### config.mk
export PLATFORM = sky130hd
export DESIGN_NAME = edit_sequencer
export DESIGN_NICKNAME = d
export VERILOG_FILES = /design/src/rtl/edit_sequencer.sv
export SDC_FILE = /design/constraint.sdc
export NUM_CORES = 1
export LEC_CHECK = 0
export CAP_MARGIN = 40
export CELL_PAD_IN_SITES_DETAIL_PLACEMENT = 0
export CELL_PAD_IN_SITES_GLOBAL_PLACEMENT = 1
export CORE_ASPECT_RATIO = 1.1
export CORE_UTILIZATION = 35
export DETAILED_ROUTE_END_ITERATION = 12
export PLACE_DENSITY = 0.73
export SYNTH_ARGS = -nofsm -noshare
export SYNTH_HDL_FRONTEND = slang
export SYNTH_SLANG_ARGS = --single-unit
### constraint.sdc
create_clock -name clk -period 5.24 [get_ports clk]
set_input_delay 1.048 -clock clk [delete_from_list [all_inputs] [get_ports clk]]
set_output_delay 1.048 -clock clk [all_outputs]
set_load 0.01 [all_outputs]
### src/rtl/edit_sequencer.sv
// Front-panel sequencer: button falling-edge detect, VIEW/EDIT FSM, cursor, blink and idle auto-exit.
// All outputs registered, 1 cycle after the first low key sample; no backpressure (single-cycle commands).
module edit_sequencer #(
  parameter int TIMEOUT   = 1000,
  parameter int BLINK_DIV = 250
) (
  input  logic       clk,
  input  logic       reset,
  input  logic       KeyMode,
  input  logic       KeyEdit,
  input  logic       KeyLeft,
  input  logic       KeyRight,
  input  logic       KeyPlus,
  input  logic       KeyMinus,
  output logic [1:0] screen,
  output logic       EditMode,
  output logic [2:0] EditPos,
  output logic       PlusN,
  output logic       MinusN,
  output logic       Blink
);

  localparam int TW = (TIMEOUT > 1) ? $clog2(TIMEOUT) : 1;
  localparam int BW = (BLINK_DIV > 1) ? $clog2(BLINK_DIV) : 1;
  localparam logic [TW-1:0] TMO_LAST = TW'(TIMEOUT - 1);
  localparam logic [BW-1:0] BLK_LAST = BW'(BLINK_DIV - 1);

  typedef enum logic {
    ST_VIEW = 1'b0,
    ST_EDIT = 1'b1
  } state_t;

  state_t        state_q, state_d;
  logic [1:0]    screen_q, screen_d;
  logic [2:0]    pos_q, pos_d;
  logic          plus_n_q, plus_n_d;
  logic          minus_n_q, minus_n_d;
  logic          blink_q, blink_d;
  logic [TW-1:0] tmo_q, tmo_d;
  logic [BW-1:0] blk_cnt_q, blk_cnt_d;
  logic [5:0]    key_q, key_d;

  logic [5:0] key_raw;
  logic [5:0] press;
  logic       p_mode, p_edit, p_left, p_right, p_plus, p_minus;
  logic       any_press;
  logic [2:0] cur_min, cur_max;

  assign key_raw = {KeyMode, KeyEdit, KeyLeft, KeyRight, KeyPlus, KeyMinus};
  assign key_d   = key_raw;
  // A press is high-to-low between consecutive samples; a held key therefore fires once.
  assign press   = key_q & ~key_raw;
  assign {p_mode, p_edit, p_left, p_right, p_plus, p_minus} = press;
  assign any_press = |press;

  always_comb begin
    cur_min = 3'd0;
    cur_max = 3'd0;
    case (screen_q)
      2'd0:    begin cur_min = 3'd2; cur_max = 3'd7; end
      2'd1:    begin cur_min = 3'd0; cur_max = 3'd7; end
      2'd2:    begin cur_min = 3'd1; cur_max = 3'd4; end
      default: begin cur_min = 3'd0; cur_max = 3'd0; end
    endcase
  end

  always_comb begin
    state_d   = state_q;
    screen_d  = screen_q;
    pos_d     = pos_q;
    plus_n_d  = 1'b1;
    minus_n_d = 1'b1;
    blink_d   = blink_q;
    tmo_d     = tmo_q;
    blk_cnt_d = blk_cnt_q;

    case (state_q)
      ST_VIEW: begin
        pos_d     = 3'd0;
        tmo_d     = '0;
        blk_cnt_d = '0;
        blink_d   = 1'b1;
        if (p_mode) begin
          screen_d = screen_q + 2'd1;
        end else if (p_edit && (screen_q != 2'd3)) begin
          state_d = ST_EDIT;
          pos_d   = cur_min;
        end
      end

      ST_EDIT: begin
        if (blk_cnt_q == BLK_LAST) begin
          blk_cnt_d = '0;
          blink_d   = ~blink_q;
        end else begin
          blk_cnt_d = blk_cnt_q + BW'(1);
        end
        tmo_d = any_press ? '0 : (tmo_q + TW'(1));

        if (p_mode || p_edit) begin
          state_d   = ST_VIEW;
          pos_d     = 3'd0;
          blk_cnt_d = '0;
          blink_d   = 1'b1;
        end else if (p_left && p_right) begin
          // Opposing moves cancel, and the pulse stays suppressed as for any move.
          pos_d = pos_q;
        end else if (p_right) begin
          pos_d     = (pos_q == cur_max) ? cur_min : (pos_q + 3'd1);
          blk_cnt_d = '0;
          blink_d   = 1'b1;
        end else if (p_left) begin
          pos_d     = (pos_q == cur_min) ? cur_max : (pos_q - 3'd1);
          blk_cnt_d = '0;
          blink_d   = 1'b1;
        end else if (p_plus && !p_minus) begin
          plus_n_d = 1'b0;
        end else if (p_minus && !p_plus) begin
          minus_n_d = 1'b0;
        end

        if (!any_press && (tmo_q == TMO_LAST)) begin
          state_d   = ST_VIEW;
          pos_d     = 3'd0;
          tmo_d     = '0;
          blk_cnt_d = '0;
          blink_d   = 1'b1;
        end
      end

      default: state_d = ST_VIEW;
    endcase
  end

  always_ff @(posedge clk or negedge reset) begin
    if (!reset) begin
      state_q   <= ST_VIEW;
      screen_q  <= 2'd0;
      pos_q     <= 3'd0;
      plus_n_q  <= 1'b1;
      minus_n_q <= 1'b1;
      blink_q   <= 1'b1;
      tmo_q     <= '0;
      blk_cnt_q <= '0;
      key_q     <= 6'h3F;
    end else begin
      state_q   <= state_d;
      screen_q  <= screen_d;
      pos_q     <= pos_d;
      plus_n_q  <= plus_n_d;
      minus_n_q <= minus_n_d;
      blink_q   <= blink_d;
      tmo_q     <= tmo_d;
      blk_cnt_q <= blk_cnt_d;
      key_q     <= key_d;
    end
  end

  assign screen   = screen_q;
  assign EditMode = (state_q == ST_EDIT);
  assign EditPos  = pos_q;
  assign PlusN    = plus_n_q;
  assign MinusN   = minus_n_q;
  assign Blink    = blink_q;

endmodule

==> flow_summary_export.csv, run 1 <==
group,metric,value,unit
final_layout,area_growth,20.3,%
sta,max_slew_margin,68.3,%
synth,synth.distinct_cells,35,
synth,synth_cells,170,
synth,syn_area_per_cell,10.2,um2
final_layout,drive_above_1_share,11.3,%
clock_tree,root_buffer,"clkbuf_8",
clock_tree,cts_hold_buf,0,
synth,synth-seq-area-share,48.5,%
placed_design,placed_cell_area,1960,um2
clock_tree,clkSinkCount,33,
clock_tree,path_clk_slew,0.07,ns
placed_design,place_ws,2.45,ns
global_routing,grt_max_degree,34,
run_status,status,"completed",
routing,drt_iter0_markers,44,
routing,antenna_left,0,
min_path,hold_class,"register to register",
routing,wl,3.33,mm
die,die_w,69.0,um
clock_tree,numCtsBuffers,5,
die,rows,26,
power_and_ir_drop,vdd_drop_max,0.148,mV
power_and_ir_drop,pwr-share-clk,33.0,%
synth,yosysWarningCount,0,
clock_tree,htreeDepth,2,
final_layout,n_fill_cell,475,
global_routing,antenna_found_initial,0,
critical_path,critPathRequiredTime,5.41,ns
clock_tree,post_cts_buffers,0,
final_layout,post-route-util,44.3,%
synth,synth_area,1730,um2
clock_tree,post_cts_resized,0,
sta,post-route-period-util,48.0,%
sta,period_minus_slack,2.51,ns
synth,post-synth-top-area-cell,"dfrtp_1",
final_layout,fin_nets,211,
global_routing,grt-ovfl-total,0,
power_and_ir_drop,p_seq_share,39.8,%
sta,final.setup.tns,0,ns
routing,first_pass_iters,4,
sta,rsz0062_at_grt,"false",
final_layout,design_area,2080,um2
global_routing,grt_usage,15.6,%
die,initial_core_util,36.9,%
critical_path,cp-end-kind,"register",
die,die-area,5220,um2
sta,setup_viol,0,
critical_path,start_kind,"primary input",
clock_tree,clk_latency,0.28,ns
power_and_ir_drop,p_leak,0.880,nW
clock_tree,cts_tree,"yes",
critical_path,worstSetupPathType,"primary input to register",
synth,synth_top_area_share,34.8,%
power_and_ir_drop,comb_power_share,27.2,%
power_and_ir_drop,p_per_area,357,nW/um2
die,die_y,75.7,um
power_and_ir_drop,sw_frac_of_total,29.2,%
sta,maxSlewViolCount,0,
sta,fin_ws,2.73,ns
sta,whs,0.474,ns
critical_path,cp_max_fo,7,
synth,ys_ff_latch,33,
placed_design,gp_congestion,0.951,
sta,hold_violations,0,
sta,worst_pin_slew,0.469,ns
global_routing,grt_pass1_vias,1365,
power_and_ir_drop,p_sw,0.217,mW
critical_path,worstPathArrival,2.69,ns
final_layout,antenna_cells,0,
placed_design,port_buffers,16,
sta,fmax,398,MHz
sta,skew,0.00640,ns
die,fp.coreArea,4680,um2
die,ios,17,
synth,synth.area.top_cells,"dfrtp_1 35%, dfstp_2 14%, ha_1 7.2%",
routing,drc,0,
placed_design,hpwl,2.50,mm
routing,vias_per_cell,5.14,
flow_run,max_cap_violations,0,
global_routing,grt_pass1_wl,5.93,mm
routing,vias,1285,
power_and_ir_drop,intPower,0.524,mW
clock_tree,cts_buffer_depth,2,
routing,post_drt_wl_per_cell,13.3,um
synth,syn_nets,188,
sequential cells by signal (all words and copies together), names as in the netlist:
name / flops
tmo_q: 10
blk_cnt_q: 8
key_q: 6
EditPos: 3
screen: 2
Blink: 1
EditMode: 1
MinusN: 1
PlusN: 1
cells in the mapped netlist:
library cell and number:
o21bai_1 2, dfrtp_1 24, and2b_1 1, nand3b_1 1, or4_1 1, o211ai_1 3, o31ai_4 1, or2_2 1
clkbuf_1 1, dfstp_2 9, nor4bb_1 1, o211ai_2 1, nor2_1 27, a21oi_1 3, xnor2_1 10, nand2_1 10
nor4b_1 1, and3_1 7, nor2b_1 4, or3_1 3, a22o_1 2, nor4_1 1, mux2i_1 1, o21ba_2 1
o21ai_0 3, nand2b_1 7, inv_1 7, nand4_1 2, nand3_1 9, nor3_1 4, ha_1 10, o311ai_0 1
xor2_1 9, o31ai_1 1, or4_4 1
final cells by class:
| class | count | area [um2] | share of cell area, % |
|---|---|---|---|
| multi-input combinational | 129 | 860 | 41.4 |
| sequential | 33 | 837 | 40.3 |
| timing repair buffer | 17 | 168 | 8.07 |
| clock buffer | 7 | 86.3 | 4.16 |
| tap | 56 | 70.1 | 3.37 |
| clock inverter | 1 | 30.0 | 1.45 |
| inverter | 7 | 26.3 | 1.27 |
metrics by stage:
| stage | total power [mW] | cells |
|---|---|---|
| finish | 0.741 | 250 |
| floorplan | 0.428 | 170 |
| global placement | 0.493 | 242 |
| global route | 0.791 | 250 |
| detailed placement | 0.502 | 242 |
| CTS | 0.752 | 250 |
power by group through the flow:
| stage | sequential, mW | combinational, mW | clock [mW] |
|---|---|---|---|
| 6_report | 0.295 | 0.201 | 0.244 |
| 5_1_grt | 0.299 | 0.230 | 0.262 |
| 4_1_cts | 0.295 | 0.203 | 0.254 |
| 3_5_place_dp | 0.300 | 0.202 | 0 |
| 3_3_place_gp | 0.298 | 0.195 | 0 |
| 2_1_floorplan | 0.300 | 0.128 | 0 |
worst max-delay path: stages:
cell and delay, ns:
clkdlybuf4s50_1 0.45, nand2b_1 0.25, nor2_1 0.35, o21bai_1 0.20
o311ai_0 0.18, a22o_1 0.21
layout by cell type, fill, tap and decap left out, drive strengths merged, types with 7 or more instances in the layout:
master | synthesis | layout
nand2b | 7 | 7
xor2 | 9 | 9
nand3 | 9 | 9
ha | 10 | 10
dfstp | 9 | 9
nand2 | 10 | 10
clkbuf | 1 | 7
xnor2 | 10 | 10
nor2 | 27 | 27
clkdlybuf4s50 | 0 | 16
dfrtp | 24 | 24
and3 | 7 | 7
inv | 7 | 7
final timing paths:
path / startpoint / end / slack, ns / cells past startpoint
setup / recovery: KeyRight / EditPos[0] / 2.73 / 6
hold / removal: tmo_q[0] / tmo_q[0] / 0.47 / 1
min in group asynchronous: reset / EditPos[2] / 1.16 / 2
setup reg to reg: screen[0] / EditPos[0] / 3.01 / 7
hold reg to reg: tmo_q[0] / tmo_q[0] / 0.47 / 1
max in group asynchronous: reset / key_q[0] / 3.73 / 2
cell families (layout without fill, tap and decap cells):
| logic type | count (synthesis) | count (layout) | share of synthesized area (%) |
|---|---|---|---|
| flops | 33 | 33 | 48.5 |
| simple gates | 81 | 81 | 23.9 |
| buf+inv | 8 | 32 | 1.74 |
| mux | 1 | 1 | 0.580 |
| fa+ha+maj | 10 | 10 | 7.25 |
| xor+xnor | 19 | 19 | 9.64 |
| compound gates | 18 | 18 | 8.41 |
metal layers:
layer	part of all wire, %	up-vias	GRT usage (%)
met4	2.3	0	7.48
met1	43	632	17.4
met3	3.0	8	4.19
met5	0	-	0
li1	-	626	-
met2	52	19	27.3
(Power assumes the default switching activity.)
==> run 2: changes to the inputs <==
--- a/config.mk
+++ b/config.mk
@@ -11,7 +11,7 @@
 export CORE_ASPECT_RATIO = 1.1
 export CORE_UTILIZATION = 35
 export DETAILED_ROUTE_END_ITERATION = 12
-export PLACE_DENSITY = 0.73
+export PLACE_DENSITY = 0.75
 export SYNTH_ARGS = -nofsm -noshare
 export SYNTH_HDL_FRONTEND = slang
 export SYNTH_SLANG_ARGS = --single-unit
==> constraint.sdc (replaced) <==
create_clock -name clk -period 2.3 [get_ports clk]
set_input_delay 0.46 -clock clk [delete_from_list [all_inputs] [get_ports clk]]
set_output_delay 0.46 -clock clk [all_outputs]
set_load 0.01 [all_outputs]
==> run 2 against run 1 <==
  * Worst setup slack got worse by 2.6 ns
  * Total power rose by 120%
  * Wire length fell by 2.9%
  * Sequential share of layout area rose by 0.20 points
  * Via count fell by 1.9%
  * Core utilization fell by 0.21 points
  * Clock-buffer cell count did not move
  * Global-route usage fell by 0.95 points
  * Clock power rose by 98%
  * Design area fell by 0.48%
  * Largest cell class unchanged
==> flow_summary_export.csv, run 2 (synthesis results as in run 1) <==
group,metric,value,unit
critical_path,worstSetupPathType,"register to register",
routing,drt_iter0_markers,92,
power_and_ir_drop,sw_frac_of_total,31.0,%
power_and_ir_drop,p_seq_share,41.6,%
clock_tree,htreeDepth,2,
sta,skew,0.00320,ns
flow_run,max_cap_violations,0,
final_layout,post-route-util,44.1,%
die,ios,17,
routing,post_drt_wl_per_cell,12.9,um
sta,worst_pin_slew,0.460,ns
power_and_ir_drop,p_per_area,781,nW/um2
die,fp.coreArea,4680,um2
min_path,hp-start,"blk_cnt_q[0]",
final_layout,n_fill_cell,470,
sta,fin_ws,0.158,ns
routing,first_pass_iters,4,
run_status,status,"completed",
sta,setup_viol,0,
critical_path,path_cells,"inv_1 -> ha_1 -> or4_1 -> a21oi_1 -> o21ai_0 -> o31ai_2 -> a22o_1",
final_layout,final_cell_mix,"27 x nor2_1, 24 x dfrtp_1, 16 x clkdlybuf4s50_1",
sta,hold_violations,0,
final_layout,antenna_cells,0,
clock_tree,post_cts_resized,0,
power_and_ir_drop,p_sw,0.501,mW
die,initial_core_util,36.9,%
placed_design,port_buffers,16,
critical_path,worstPathArrival,2.37,ns
power_and_ir_drop,p_leak,0.878,nW
clock_tree,clkSinkCount,33,
clock_tree,numCtsBuffers,5,
routing,vias_per_cell,5.04,
global_routing,grt_pass1_vias,1219,
critical_path,timing.critical_path.from,"screen[0]",
routing,drc,0,
power_and_ir_drop,vdd_drop_max,0.407,mV
global_routing,gr-usage-met3,5.09,%
global_routing,antenna_found_initial,0,
global_routing,top_usage_layer,"met2",
placed_design,gp_congestion,0.829,
routing,wl,3.24,mm
sta,final.setup.tns,0,ns
die,die-area,5220,um2
final_layout,multi_input_area,865,um2
clock_tree,clk_latency,0.28,ns
clock_tree,path_clk_slew,0.07,ns
clock_tree,cts_hold_buf,0,
final_layout,largest_reg_flops,10,
placed_design,place_ws,0.0642,ns
routing,antenna_left,0,
clock_tree,root_buffer,"clkbuf_8",
critical_path,start_kind,"register",
global_routing,grt-ovfl-total,0,
final_layout,reg_top3,"tmo_q x10, blk_cnt_q x8, key_q x6",
global_routing,gr-usage-met2,23.5,%
die,die_y,75.7,um
die,rows,26,
min_path,hold_class,"register to register",
clock_tree,post_cts_buffers,0,
sta,max_slew_margin,68.9,%
global_routing,met1_usage,18.0,%
clock_tree,cts_tree,"yes",
power_and_ir_drop,intPower,1.11,mW
final_layout,register_area,837,um2
sta,maxSlewViolCount,0,
critical_path,cp-end-kind,"register",
critical_path,slowest_delay,0.52,ns
sta,rsz0062_at_grt,"false",
placed_design,hpwl,2.38,mm
final_layout,layout_commonest_cell,"nor2_1",
sta,period_minus_slack,2.14,ns
sta,post-route-period-util,93.1,%
final_layout,area_growth,19.7,%
sta,fmax,467,MHz
final_layout,drive_above_1_share,12.4,%
global_routing,grt_pass1_wl,5.53,mm
power_and_ir_drop,comb_power_share,28.5,%
critical_path,crit_slowest_cell,"or4_1",
final_layout,top_register,"tmo_q",
final_layout,fin_nets,211,
routing,vias,1260,
global_routing,grt_usage,14.7,%
clock_tree,cts_buffer_depth,2,
critical_path,critPathRequiredTime,2.52,ns
global_routing,grt_max_degree,34,
power_and_ir_drop,pwr-share-clk,29.9,%
critical_path,cp_max_fo,4,
die,die_w,69.0,um
critical_path,r2r_start,"screen[0]",
## run 2: worst paths after layout
path                       slack [ns]      endpoint  cells after the start
hold / removal                   0.49  blk_cnt_q[0]                      1
hold reg to reg                  0.49  blk_cnt_q[0]                      1
min in group asynchronous        0.57  blk_cnt_q[3]                      2
setup / recovery                 0.16    EditPos[1]                      7
setup reg to reg                 0.16    EditPos[1]                      7
max in group asynchronous        1.40      key_q[2]                      2
## run 2: critical path, delay by kind of cell, from the launching register on
| family | cells | cell delay [ns] |
|---|---|---|
| buffers and inverters | 1 | 0.11 |
| AOI/OAI and AO/OA | 4 | 0.84 |
| and+or+nand+nor | 1 | 0.52 |
| adders and majority gates | 1 | 0.23 |
| DFF | 1 | 0.39 |
## run 2: metrics by stage
stage	area, um2	instances	hold slack (ns)	total power [mW]
detailed placement	1960	242	0.480	1.14
global route	2070	250	0.508	1.72
floorplan	1730	170	0.164	0.975
global placement	1960	242	0.473	1.12
CTS	2060	250	0.490	1.63
finish	2070	250	0.486	1.61
## run 2: power groups by stage
stage               combinational (mW)  sequential (mW)  clock [mW]
floorplan                        0.292            0.683           0
global placement                 0.441            0.678           0
detailed placement               0.455            0.684           0
CTS                              0.456            0.672       0.502
global route                     0.514            0.680       0.527
finish                           0.460            0.671       0.483
## run 2: final cells by class
| class | instances | share of cell area (%) |
|---|---|---|
| clock buffers | 7 | 4.66 |
| clock inverters | 1 | 0.242 |
| inverters | 7 | 1.27 |
| multi-input cells | 129 | 41.8 |
| flip-flops and latches | 33 | 40.5 |
| well taps | 56 | 3.39 |
| repair buffers | 17 | 8.11 |
## run 2: layer usage
metal,vias up,part of all wire [%]
met1,608,45
li1,624,-
met2,23,49
met3,5,3.9
met4,0,1.5
met5,-,0
==> run 3: changes to the inputs <==
--- a/config.mk
+++ b/config.mk
@@ -12,6 +12,7 @@
 export CORE_UTILIZATION = 35
 export DETAILED_ROUTE_END_ITERATION = 12
 export PLACE_DENSITY = 0.75
+export SKIP_LAST_GASP = 1
 export SYNTH_ARGS = -nofsm -noshare
 export SYNTH_HDL_FRONTEND = slang
 export SYNTH_SLANG_ARGS = --single-unit
==> results of run 3 <==
Final layout, timing and power as in run 2 (identical DEF).
